**src/rtl/mem_arb_pkg.sv**
```systemverilog
// Shared types and width constants for the two-requester memory bus arbiter.
package mem_arb_pkg;
  typedef enum logic {
    IDLE = 1'b0,
    BUSY = 1'b1
  } state_e;

  localparam logic OWNER_M0 = 1'b0;
  localparam logic OWNER_M1 = 1'b1;

  localparam int ADDR_W = 32;
  localparam int DATA_W = 32;
  localparam int STRB_W = 4;
endpackage

```
**src/rtl/mem_arb_wdog.sv**
```systemverilog
// Stall watchdog: counts BUSY cycles without mem_ready and fires at MAX_WAIT.
module mem_arb_wdog #(
  parameter int MAX_WAIT = 16
) (
  input  logic clk,
  input  logic resetn,
  input  logic i_busy,
  input  logic i_mem_ready,
  output logic o_fire
);
  logic [7:0] r_cnt;

  // Held at zero outside BUSY so every transfer starts counting from 0.
  always_ff @(posedge clk or negedge resetn) begin
    if (!resetn) begin
      r_cnt <= '0;
    end else if (!i_busy) begin
      r_cnt <= '0;
    end else if (!i_mem_ready && (r_cnt != 8'hff)) begin
      r_cnt <= r_cnt + 8'd1;
    end
  end

  assign o_fire = i_busy && !i_mem_ready && (r_cnt == 8'(MAX_WAIT));
endmodule

```
**src/rtl/mem_bus_arbiter.sv**
```systemverilog
// Round-robin arbiter sharing one picorv32 native memory port between two requesters.
// Optional stall watchdog enabled by defining MEM_BUS_ARBITER_WDOG_EN.
module mem_bus_arbiter
  import mem_arb_pkg::*;
#(
  parameter int          MAX_WAIT      = 16,
  parameter logic [31:0] TIMEOUT_RDATA = 32'hdead_beef
) (
  input  logic              clk,
  input  logic              resetn,
  input  logic              m0_mem_valid,
  input  logic              m0_mem_instr,
  input  logic [ADDR_W-1:0] m0_mem_addr,
  input  logic [DATA_W-1:0] m0_mem_wdata,
  input  logic [STRB_W-1:0] m0_mem_wstrb,
  output logic              m0_mem_ready,
  output logic [DATA_W-1:0] m0_mem_rdata,
  input  logic              m1_mem_valid,
  input  logic              m1_mem_instr,
  input  logic [ADDR_W-1:0] m1_mem_addr,
  input  logic [DATA_W-1:0] m1_mem_wdata,
  input  logic [STRB_W-1:0] m1_mem_wstrb,
  output logic              m1_mem_ready,
  output logic [DATA_W-1:0] m1_mem_rdata,
  output logic              mem_valid,
  output logic              mem_instr,
  output logic [ADDR_W-1:0] mem_addr,
  output logic [DATA_W-1:0] mem_wdata,
  output logic [STRB_W-1:0] mem_wstrb,
  input  logic              mem_ready,
  input  logic [DATA_W-1:0] mem_rdata,
  output logic              grant_id,
  output logic              busy,
  output logic              timeout_err
);
  if (MAX_WAIT < 1 || MAX_WAIT > 255) begin : g_bad_max_wait
    $error("mem_bus_arbiter: MAX_WAIT must be in 1..255");
  end

  state_e r_state, w_state_nxt;
  logic   r_owner, w_owner_nxt;
  logic   r_last_owner, w_last_nxt;
  logic   w_busy, w_owner_valid, w_fire, w_done;
  logic [DATA_W-1:0] w_rdata;

  assign w_busy        = (r_state == BUSY);
  assign w_owner_valid = (r_owner == OWNER_M1) ? m1_mem_valid : m0_mem_valid;

`ifdef MEM_BUS_ARBITER_WDOG_EN
  logic w_fire_raw;
  logic r_timeout_err;

  mem_arb_wdog #(.MAX_WAIT(MAX_WAIT)) u_wdog (
    .clk         (clk),
    .resetn      (resetn),
    .i_busy      (w_busy),
    .i_mem_ready (mem_ready),
    .o_fire      (w_fire_raw)
  );

  // An abandoned transfer simply returns to IDLE; it is not a timeout.
  assign w_fire = w_fire_raw && w_owner_valid;

  always_ff @(posedge clk or negedge resetn) begin
    if (!resetn) begin
      r_timeout_err <= 1'b0;
    end else if (w_fire) begin
      r_timeout_err <= 1'b1;
    end
  end
  assign timeout_err = r_timeout_err;
`else
  assign w_fire      = 1'b0;
  assign timeout_err = 1'b0;
`endif

  assign w_done = w_busy && w_owner_valid && (mem_ready || w_fire);

  always_ff @(posedge clk or negedge resetn) begin
    if (!resetn) begin
      r_state      <= IDLE;
      r_owner      <= OWNER_M0;
      r_last_owner <= OWNER_M1;
    end else begin
      r_state      <= w_state_nxt;
      r_owner      <= w_owner_nxt;
      r_last_owner <= w_last_nxt;
    end
  end

  always_comb begin
    w_state_nxt = r_state;
    w_owner_nxt = r_owner;
    w_last_nxt  = r_last_owner;
    case (r_state)
      IDLE: begin
        if (m0_mem_valid || m1_mem_valid) begin
          w_state_nxt = BUSY;
          if (m0_mem_valid && m1_mem_valid) begin
            w_owner_nxt = ~r_last_owner;
          end else begin
            w_owner_nxt = m1_mem_valid ? OWNER_M1 : OWNER_M0;
          end
        end
      end
      BUSY: begin
        if (!w_owner_valid || w_done) begin
          w_state_nxt = IDLE;
          w_last_nxt  = r_owner;
        end
      end
      default: w_state_nxt = IDLE;
    endcase
  end

  assign mem_valid = w_busy && w_owner_valid && !w_fire;
  assign mem_instr = (r_owner == OWNER_M1) ? m1_mem_instr : m0_mem_instr;
  assign mem_addr  = (r_owner == OWNER_M1) ? m1_mem_addr  : m0_mem_addr;
  assign mem_wdata = (r_owner == OWNER_M1) ? m1_mem_wdata : m0_mem_wdata;
  assign mem_wstrb = (r_owner == OWNER_M1) ? m1_mem_wstrb : m0_mem_wstrb;

  assign w_rdata      = w_fire ? TIMEOUT_RDATA : mem_rdata;
  assign m0_mem_ready = w_done && (r_owner == OWNER_M0);
  assign m1_mem_ready = w_done && (r_owner == OWNER_M1);
  assign m0_mem_rdata = w_rdata;
  assign m1_mem_rdata = w_rdata;

  assign grant_id = r_owner;
  assign busy     = w_busy;
endmodule

```
**config.mk**
```make
export PLATFORM = sky130hd
export DESIGN_NAME = mem_bus_arbiter
export DESIGN_NICKNAME = d
export VERILOG_FILES = /design/src/rtl/mem_arb_pkg.sv /design/src/rtl/mem_arb_wdog.sv /design/src/rtl/mem_bus_arbiter.sv
export SDC_FILE = /design/constraint.sdc
export NUM_CORES = 1
export LEC_CHECK = 0
export ABC_AREA = 0
export BUFFER_PORTS_ARGS = -buffer_cell sky130_fd_sc_hd__buf_2
export CAP_MARGIN = 10
export CORE_AREA = 5 5 118 120
export CTS_CLUSTER_SIZE = 8
export DETAILED_ROUTE_END_ITERATION = 12
export DIE_AREA = 0 0 123 125
export PLACE_DENSITY = 0.59
export SKIP_LAST_GASP = 1
export SYNTH_ARGS = -nofsm -noshare
export SYNTH_HDL_FRONTEND = slang
export SYNTH_HIERARCHICAL = 1
export SYNTH_SLANG_ARGS = --single-unit
```
**constraint.sdc**
```tcl
create_clock -name clk -period 1 [get_ports clk]
set_input_delay 0.1 -clock clk [delete_from_list [all_inputs] [get_ports clk]]
set_output_delay 0.1 -clock clk [all_outputs]
set_load 0.005 [all_outputs]
```
Yosys cells after proc, flatten, opt, wreduce, memory -nomap -nowiden:

Index checks and enable logic that the tools add are counted.

* flip-flop bits (word level): 3
* input port bits: 175
* output and inout bits: 139
* logic and storage cells: 26

* bitwise logic cells: 3
* mux-type cells: 10
* reductions and logical operators: 10

Operators by type and width (number)
* 32-bit two-way mux: 2
* 1-bit two-way mux: 6
* 1-bit logical AND: 5
* 4-bit two-way mux: 1
* 2-bit AND reduction: 2
* 1-bit inverter: 3
* 1-bit logical OR: 2
* 1-bit one-hot mux with 2 select lines: 1
* 1-bit zero test: 1

Depth between registers and ports, before layout:

Gate-level depths: netlist (run 1).

* word-level depth: 6
* mapped depth: 4
* mapped depth without buffers: 3

Worst setup path after synthesis (run 1):

Ideal clock, no wire load.

* path kind: reg2out
* start point: register r_owner, in the netlist grant_id
* end point: output port mem_addr[19]
* buffers on the path: 2
* stages on the path, launching flop included: 4
* data required time: 0.900 ns
* slack: -0.114 ns
* data arrival time: 1.014 ns
* path through: dfrtp_1 buf_6 buf_6 mux2_4

* longest elaborated chain between the ends: 1

RTL lines
* from (decl): line mem_bus_arbiter.sv:41 `logic r_owner, w_owner_nxt;`
* from (signal assigned): line mem_bus_arbiter.sv:86 `r_owner <= w_owner_nxt;`
* 32-bit two-way mux: line mem_bus_arbiter.sv:118 `assign mem_addr = (r_owner == OWNER_M1) ? m1_mem_addr : m0_mem_addr;`
* to (decl): line mem_bus_arbiter.sv:27 `output logic [ADDR_W-1:0] mem_addr,`

No other way between the ends.

Worst setup path in the final report (run 1):

* start point: register r_owner, in the netlist grant_id
* end point: output port mem_wstrb[3]

* longest elaborated chain between the ends: 1

RTL lines
* 4-bit two-way mux: line mem_bus_arbiter.sv:120 `assign mem_wstrb = (r_owner == OWNER_M1) ? m1_mem_wstrb : m0_mem_wstrb;`
* to (decl): line mem_bus_arbiter.sv:29 `output logic [STRB_W-1:0] mem_wstrb,`

No other way between the ends.

==> impl_metrics.tcl, run 1 <==
set metrics [dict create \
    numPlacedInstances 489 \
    yosys_warnings 6 \
    clock-root-buffer "clkbuf_16" \
    layout.nets 494 \
    finalWorstPathRequiredPeriod_ps 1530 \
    powerDensity_mw_per_mm2 1880 \
    dr.pass1.iters 4 \
    cts_sinks 3 \
    wire_per_inst_um 12.6 \
    grt_pass1_vias 1867 \
    p_leak_uw 0.00148 \
    post_cts_resized 0 \
    grt_usage_pct 6.89 \
    diodes 0 \
    die-area_mm2 0.0154 \
    clockBufferDepth 2 \
    utilization_pct 20.2 \
    path_max_fanout 18 \
    synth_area_leaders "mux2_4, buf_4, mux2_2" \
    chipWidth_um 123 \
    grt_max_degree 25 \
    peakVddDrop_v 0.000579 \
    post-cts-setup-buffers 0 \
    numPortBuffers 216 \
    start_kind "flop" \
    fmax_ghz 0.653 \
    grt-ovfl-total 0 \
    worst-setup-path-type "reg2out" \
    critPathArrivalTime_ps 1430 \
    start_util_pct 12.9 \
    mostFrequentLayoutCells "buf_2, mux2_4, mux2_2, buf_4, clkbuf_16" \
    drive_gt1_share_pct 94.0 \
    core_region_area_mm2 0.0129 \
    grt_pass1_wl_um 8550 \
    wirelength_um 6230 \
    synthesis.nets 336 \
    final_cells 494 \
    synth.distinct_cells 21 \
    antenna_found_initial 0 \
    layout-area-overhead-vs-synth_pct 56.4 \
    ys_seq_elements 3 \
    final_common_cell "buf_2" \
    violations "setup timing" \
    htree_num_levels 1 \
    run_status "finished, violations left" \
    worstPathRequired_ps 900 \
    gp_congestion 0.700 \
    synth_top_area_share_pct 36.1 \
    pin_count 314 \
    viasPerCell 3.51 \
    fin_skew_ps 1.41 \
    tritoncts "built" \
    fin_ws_ps -532 \
    drv_slew 0 \
    synth.avg_cell_area_um2 10.3 \
    synth_seq_area_share_pct 4.58 \
    hold_violations 0 \
    remaining_drc_errors 0 \
    cts_buffers 3 \
    postRouteAntennaNets 0 \
    cap_violations 0 \
    num_rows 42 \
    dieHeight_um 125 \
    hpwl_um 5680 \
    drtIter0Drc 26 \
    clk_latency_ps 220 \
    crit_path_end_kind "output pin" \
    rsz0062_at_grt "yes" \
    clkSlewWorstSetupHoldPaths_ps 30 \
    syn_area_mm2 0.00167 \
    setup_viol 76 \
    min_path_type "in2reg" \
    synth_top_cell_by_area "mux2_4" \
    netlist_instances 161 \
    finalCritPeriodShare_pct 153 \
    vias 1736 \
]
## flip-flops by register name, indices dropped and copies added (netlist names)
register      cells
r_last_owner      1
grant_id          1
busy              1
## critical path, stage by stage, from the launching register on
cell and delay (ps):
dfrtp_4 520, buf_12 210, mux2_2 350, buf_2 120
## cell usage after synthesis
master    number
nand3b_1       1
inv_1          1
and4_1         1
a32o_1         1
mux2i_1        1
nor2_1         2
conb_1         1
buf_6          6
dfrtp_1        2
dfstp_2        1
and4b_1        1
o22ai_1        1
buf_4         65
mux2_4        40
buf_2          2
o21ai_0        1
mux2_1         5
mux2_2        24
nand2_1        2
nand2b_1       1
nand3_1        2
## stage by stage
step	hold slack (ps)	cell area (um2)	setup TNS [ps]	total power, uW	setup slack, ps
floorplan	-196	1700	-6240	3140	-113
global placement	-101	2520	-19660	4340	-307
detailed placement	-97.3	2520	-19980	4340	-307
CTS	134	2610	-37590	5000	-552
global route	144	2610	-39480	5240	-580
finish	135	2610	-36190	4910	-532
## final timing paths
check	start	to	slack, ps	depth (start not counted)
max	grant_id$_DFFE_PN0P_	mem_wstrb[3]	-530	3
min	mem_ready	busy$_DFF_PN0_	140	2
max reg2reg	grant_id$_DFFE_PN0P_	busy$_DFF_PN0_	-180	3
min reg2reg	r_last_owner$_DFFE_PN1P_	r_last_owner$_DFFE_PN1P_	520	2
max in group asynchronous	resetn	r_last_owner$_DFFE_PN1P_	590	2
min in group asynchronous	resetn	grant_id$_DFFE_PN0P_	210	2
## final cells by class
cell class                      instances  area [um2]
Multi-Input combinational cell         84        1040
Inverter                                1        3.75
Sequential cell                         3        80.1
Fill cell                            1435       10300
Tap cell                              176         220
Timing Repair Buffer                  226        1180
Clock buffer                            4        78.8
## power by group
group | internal, uW | switching [uW]
logic | 2510 | 1450
clock network | 525 | 99.5
registers | 203 | 126
total | 3230 | 1670
## per-layer routing
metal	routed length (um)	global-route usage, %
met3	1170	3.79
met4	68	1.50
met5	0	0
met1	2020	6.48
met2	2970	12.9
## cells by family after synthesis
kind of cell           Yosys count  share of synthesized area [%]
buffers and inverters           74                           34.2
muxes                           70                           56.3
and+or+nand+nor                 10                           3.46
AOI/OAI and AO/OA                3                           1.28
DFF                              3                           4.58
other                            1                          0.225
## timing repair
action                                  4_1_cts  5_1_grt
hold endpoints to repair                      3        0
endpoints found under the setup margin       76       76
hold buffers                                  1        0
Power figures use the tool's default switching activity.
==> run 2: changes to the inputs <==
PLACE_DENSITY = 0.58   (was 0.59)
clock period = 1.8 ns   (was 1 ns; I/O delays follow)
==> run 2 against run 1 <==
The run now ends clean. Die area stayed put. Global-route usage fell by 0.58 points. Sequential share of layout area up 0.087 points. Hold slack gained 82 ps. Design area shrank 2.7%. Routed wire length is 5.1% lower. Count of clock-buffer cells in the layout stayed put. Critical path depth unchanged. Setup slack better by 730 ps. Clock skew grew 0.79 ps. First-iteration DRC count fell by 54%. Critical endpoint is now mem_wstrb[1].
==> impl_metrics.tcl, run 2 (same netlist as run 1, synthesis figures left out) <==
set metrics [dict create \
    rsz0062_at_grt "no" \
    mostFrequentLayoutCells "buf_2, mux2_4, mux2_2, mux2_1, clkbuf_16" \
    start_kind "flop" \
    fmax_ghz 0.624 \
    start_util_pct 12.9 \
    num_rows 42 \
    wl_met3_um 1120 \
    clk_latency_ps 220 \
    combinationalPowerShare_pct 80.6 \
    finalCritPeriodShare_pct 89.0 \
    postRouteAntennaNets 0 \
    die-area_mm2 0.0154 \
    peakVddDrop_v 0.00128 \
    met1_length_um 1910 \
    drtIter0Drc 12 \
    layout-area-overhead-vs-synth_pct 52.1 \
    critPathBufInv 2 \
    path_max_fanout 40 \
    vias 1637 \
    tritoncts "built" \
    whs_path_depth 2 \
    powerDensity_mw_per_mm2 1010 \
    run_status "complete, no violations" \
    total_power_uw 2550 \
    critPathSlowestCell "dfrtp_4" \
    antenna_found_initial 0 \
    wire_per_inst_um 12.1 \
    hold_violations 0 \
    grt_pass1_vias 1636 \
    hpwl_um 5270 \
    grt_pass1_wl_um 8040 \
    drv_slew 0 \
    setup_tns_ps 0 \
    crit_family "flip-flops" \
    fin_ws_ps 198 \
    layout.nets 487 \
    setup_viol 0 \
    p_clk_share_pct 13.6 \
    p_leak_uw 0.00143 \
    grt_usage_pct 6.31 \
    gp_congestion 0.625 \
    numPortBuffers 216 \
    multi_input_area_mm2 0.00102 \
    switching_share_pct 34.5 \
    min_path_type "in2reg" \
    pin_count 314 \
    clock-root-buffer "clkbuf_16" \
    dr.pass1.iters 2 \
    worst-setup-path-type "reg2out" \
    startpoint "grant_id$_DFFE_PN0P_" \
    hold_start "mem_ready" \
    dieHeight_um 125 \
    clockBufferDepth 2 \
    rr_startpoint "grant_id$_DFFE_PN0P_" \
    final_cell_area_mm2 0.00253 \
    viasPerCell 3.36 \
    drive_gt1_share_pct 92.3 \
    final_common_cell "buf_2" \
    place_area_mm2 0.00244 \
    grt_max_degree 41 \
    n_fill_cell 1420 \
    worstPathRequired_ps 1620 \
    cp_cell_sequence "buf_12, mux2_2, buf_2" \
    remaining_drc_errors 0 \
    preCtsSetupSlack_ps 434 \
    cts_buffers 3 \
    cap_violations 0 \
    fin_skew_ps 2.19 \
    wirelength_um 5910 \
    diodes 0 \
    cts_sinks 3 \
    top_layer "met4" \
    clkSlewWorstSetupHoldPaths_ps 30 \
    crit_path_end_kind "output pin" \
    critPathMaxStageDelay_ps 430 \
    cp.depth 3 \
    grt-ovfl-total 0 \
    finalWorstPathRequiredPeriod_ps 1600 \
    htree_num_levels 1 \
    core_region_area_mm2 0.0129 \
    regArea_um2 80.1 \
    critPathArrivalTime_ps 1420 \
    seqPwrFrac_pct 5.8 \
    switching_power_uw 881 \
    met2_length_um 2880 \
    worstRegToRegCells 3 \
    p_int_uw 1670 \
    chipWidth_um 123 \
]
## run 2: cell count changes in the layout (fill, tap and decap cells not counted), sizes merged
cell  previous run  this run
buf            225       218
## run 2: final timing paths
check                      slack (ps)                  endpoint
max                               200              mem_wstrb[1]
min                               220            busy$_DFF_PN0_
max reg2reg                       650            busy$_DFF_PN0_
min reg2reg                       510  r_last_owner$_DFFE_PN1P_
max in group asynchronous        1330  r_last_owner$_DFFE_PN1P_
min in group asynchronous         280      grant_id$_DFFE_PN0P_
## run 2: worst register-to-register path, delay by kind of cell (launching register included)
kind / cells / cell delay, ps
DFF: 1 / 430
muxes: 1 / 260
buffers and inverters: 1 / 230
AOI/OAI and AO/OA: 1 / 100
## run 2: power groups by stage
stage / sequential [uW] / clock [uW] / combinational [uW]
3_5_place_dp: 149 / 0 / 2090
2_1_floorplan: 131 / 0 / 1530
3_3_place_gp: 147 / 0 / 2100
4_1_cts: 148 / 353 / 2100
6_report: 148 / 348 / 2060
5_1_grt: 154 / 366 / 2230
## run 2: repair_timing
action                     in CTS  in global routing
hold buffers                    1                  0
setup buffers                   0                  0
gates resized for setup         0                  0
hold endpoints to repair        3                  0
setup endpoints to repair       0                  0
## run 2: metrics by stage
step	hold WS (ps)	instances	util, %
floorplan	-116	161	-
global placement	-22.0	482	19.0
detailed placement	-22.9	482	19.0
CTS	219	487	19.7
global route	229	487	19.7
finish	217	487	19.7
## run 2: cell type report
| class | count | share of cell area, % |
|---|---|---|
| Timing Repair Buffer | 219 | 44.6 |
| Multi-Input combinational cell | 84 | 40.2 |
| Tap cell | 176 | 8.69 |
| Sequential cell | 3 | 3.16 |
| Clock buffer | 4 | 3.11 |
| Inverter | 1 | 0.148 |
## run 2: metal layers
layer,GRT usage (%),up-vias
li1,-,789
met1,6.43,706
met2,11.6,140
met3,3.61,2
met4,0.456,0
met5,0,-
==> run 3: changes to the inputs <==
ABC_AREA = 1   (was 0)
CORE_AREA = 5 5 120 122   (was 5 5 118 120)
DIE_AREA = 0 0 125 127   (was 0 0 123 125)
PLACE_DENSITY = 0.56   (was 0.58)
==> run 3 against run 2 <==
Final cell count grew 31%. Synthesized cell count increased by 96%. Critical path type unchanged. Die area is 3.3% higher. Highest routed layer unchanged. Non-clock buffer count increased by 2. Clock skew is essentially flat. Setup slack gained 56 ps. Global-route usage increased by 2.1 points. Fmax up 3.6%.
==> impl_metrics.tcl, run 3 <==
set metrics [dict create \
    setup_viol 0 \
    grt_pass1_wl_um 11200 \
    critPathMaxStageDelay_ps 400 \
    setup_tns_ps 0 \
    synth_edf_count 0 \
    post_cts_resized 0 \
    grt_max_degree 43 \
    crit_top_cell "nand2_1" \
    synth.distinct_cells 16 \
    viasPerCell 3.58 \
    mostFrequentLayoutCells "nand2_1, buf_2, inv_1, clkbuf_16, buf_4" \
    ys_seq_elements 3 \
    path_max_fanout 42 \
    dr.pass1.iters 4 \
    critPathSlowestCell "dfrtp_2" \
    cts_sinks 3 \
    core_region_area_mm2 0.0131 \
    tritoncts "built" \
    num_rows 42 \
    place_area_mm2 0.00231 \
    multi_input_area_um2 871 \
    drive_gt1_share_pct 49.6 \
    grt_pass1_vias 2285 \
    drtIter0Drc 53 \
    layout.nets 636 \
    p_leak_uw 0.00165 \
    finalCritPeriodShare_pct 85.9 \
    rsz0062_at_grt "no" \
    fmax_ghz 0.647 \
    grt_usage_pct 8.43 \
    pin_count 314 \
    start_util_pct 12.0 \
    ys.flop_type "dfrtp_1" \
    start_kind "flop" \
    layout-area-overhead-vs-synth_pct 52.7 \
    preCtsSetupSlack_ps 466 \
    powerDensity_mw_per_mm2 1140 \
    diodes 0 \
    synth_top_cell_by_area "nand2_1" \
    switching_share_pct 51.0 \
    synth_top_area_share_pct 51.6 \
    clock-root-buffer "clkbuf_16" \
    regArea_um2 77.6 \
    yosys_warnings 6 \
    netlist_instances 315 \
    crit_path_end_kind "output pin" \
    postRouteAntennaNets 0 \
    fin_ws_ps 253 \
    switching_power_uw 1390 \
    vias 2278 \
    clk_latency_ps 220 \
    wire_per_inst_um 11.7 \
    seqPwrFrac_pct 5.5 \
    min_path_type "in2reg" \
    p_int_uw 1340 \
    final_cell_area_mm2 0.00240 \
    worst-setup-path-type "reg2out" \
    synth_seq_area_share_pct 4.86 \
    gp_congestion 0.732 \
    dieHeight_um 127 \
    htree_num_levels 1 \
    synthesis.nets 490 \
    ctsHoldBuffers 1 \
    total_power_uw 2740 \
    clockBufferDepth 2 \
    final_cells 636 \
    wirelength_um 7430 \
    async_reset_ff_share_pct 100 \
    remaining_drc_errors 0 \
    cts_buffers 3 \
    cp_cell_sequence "buf_4, nand2_1, nand2_1, buf_2" \
    cap_violations 0 \
    fin_skew_ps 2.13 \
    syn_area_mm2 0.00157 \
    antenna_found_initial 0 \
    finalWorstPathRequiredPeriod_ps 1550 \
    synth_common_cells "nand2_1, buf_4, buf_2" \
    clkSlewWorstSetupHoldPaths_ps 30 \
    hold_violations 0 \
    numPlacedInstances 631 \
    drv_slew 0 \
    die-area_mm2 0.0159 \
    synth_area_leaders "nand2_1, buf_4, buf_6" \
    synth.avg_cell_area_um2 4.99 \
    n_fill_cell 1576 \
    chipWidth_um 125 \
    hpwl_um 6390 \
    p_clk_share_pct 12.9 \
    numPortBuffers 216 \
    grt-ovfl-total 0 \
    peakVddDrop_v 0.000536 \
    worstPathRequired_ps 1620 \
    run_status "complete, no violations" \
    post-cts-setup-buffers 0 \
    synth.most_common_cell "nand2_1" \
    combinationalPowerShare_pct 81.6 \
    critPathArrivalTime_ps 1370 \
]
## run 3: cell types whose count changed after synthesis, sizes merged
cell | before | now
a32o | 1 | 0
and4 | 1 | 0
and4b | 1 | 0
buf | 73 | 80
inv | 1 | 5
mux2 | 69 | 0
mux2i | 1 | 0
nand2 | 2 | 217
nand2b | 1 | 0
nand3 | 2 | 3
nand3b | 1 | 0
o21ai | 1 | 3
o21bai | 0 | 1
o22ai | 1 | 0
## run 3: path summary, 6_finish.rpt
check                                         start                        to  slack, ps  depth (start not counted)
max in group asynchronous                    resetn  r_last_owner$_DFFE_PN1P_       1320                          2
hold / removal                            mem_ready            busy$_DFF_PN0_        180                          2
setup / recovery               grant_id$_DFFE_PN0P_              mem_wdata[8]        250                          4
hold reg to reg            r_last_owner$_DFFE_PN1P_  r_last_owner$_DFFE_PN1P_        460                          2
setup reg to reg               grant_id$_DFFE_PN0P_  r_last_owner$_DFFE_PN1P_        530                          7
min in group asynchronous                    resetn            busy$_DFF_PN0_        290                          2
## run 3: logic make-up (layout without fill, tap and decap cells)
| kind of cell | after synthesis | after routing | share of synthesized area, % |
|---|---|---|---|
| DFF | 3 | 3 | 4.86 |
| AOI/OAI and AO/OA | 4 | 4 | 1.43 |
| buffers and inverters | 85 | 230 | 39.7 |
| and+or+nand+nor | 222 | 222 | 53.7 |
| other | 1 | 1 | 0.239 |
## run 3: area by class of cell
type                            count  area share, %
Clock buffer                        4           3.28
Inverter                            5          0.782
Multi-Input combinational cell    227           36.3
Sequential cell                     3           3.23
Tap cell                          176           9.18
Timing Repair Buffer              221           47.2
## run 3: power by group through the flow
stage | clock, uW | sequential (uW) | combinational (uW)
6_report | 353 | 150 | 2230
3_3_place_gp | 0 | 150 | 2290
3_5_place_dp | 0 | 151 | 2300
2_1_floorplan | 0 | 141 | 1420
4_1_cts | 360 | 150 | 2310
5_1_grt | 367 | 164 | 2580
## run 3: critical path, delay by kind of cell, from the launching register on
kind                   cells  cell delay (ps)
buffers and inverters      2              520
flip-flops                 1              400
AND/OR/NAND/NOR            2              200
## run 3: metrics by stage
stage / hold slack (ps) / utilization, %
after floorplan: -116 / -
after global placement: -19.4 / 17.7
after detailed placement: -19.4 / 17.7
after CTS: 180 / 18.3
after global routing: 197 / 18.3
final: 177 / 18.3
## run 3: layer usage
layer  track usage [%]  part of all wire [%]  vias to the layer above
met4              5.48                   6.3                        0
met1              8.65                    36                      919
met5                 0                     0                        -
met2              15.0                    47                      155
li1                  -                     -                     1157
met3              2.50                    11                       47
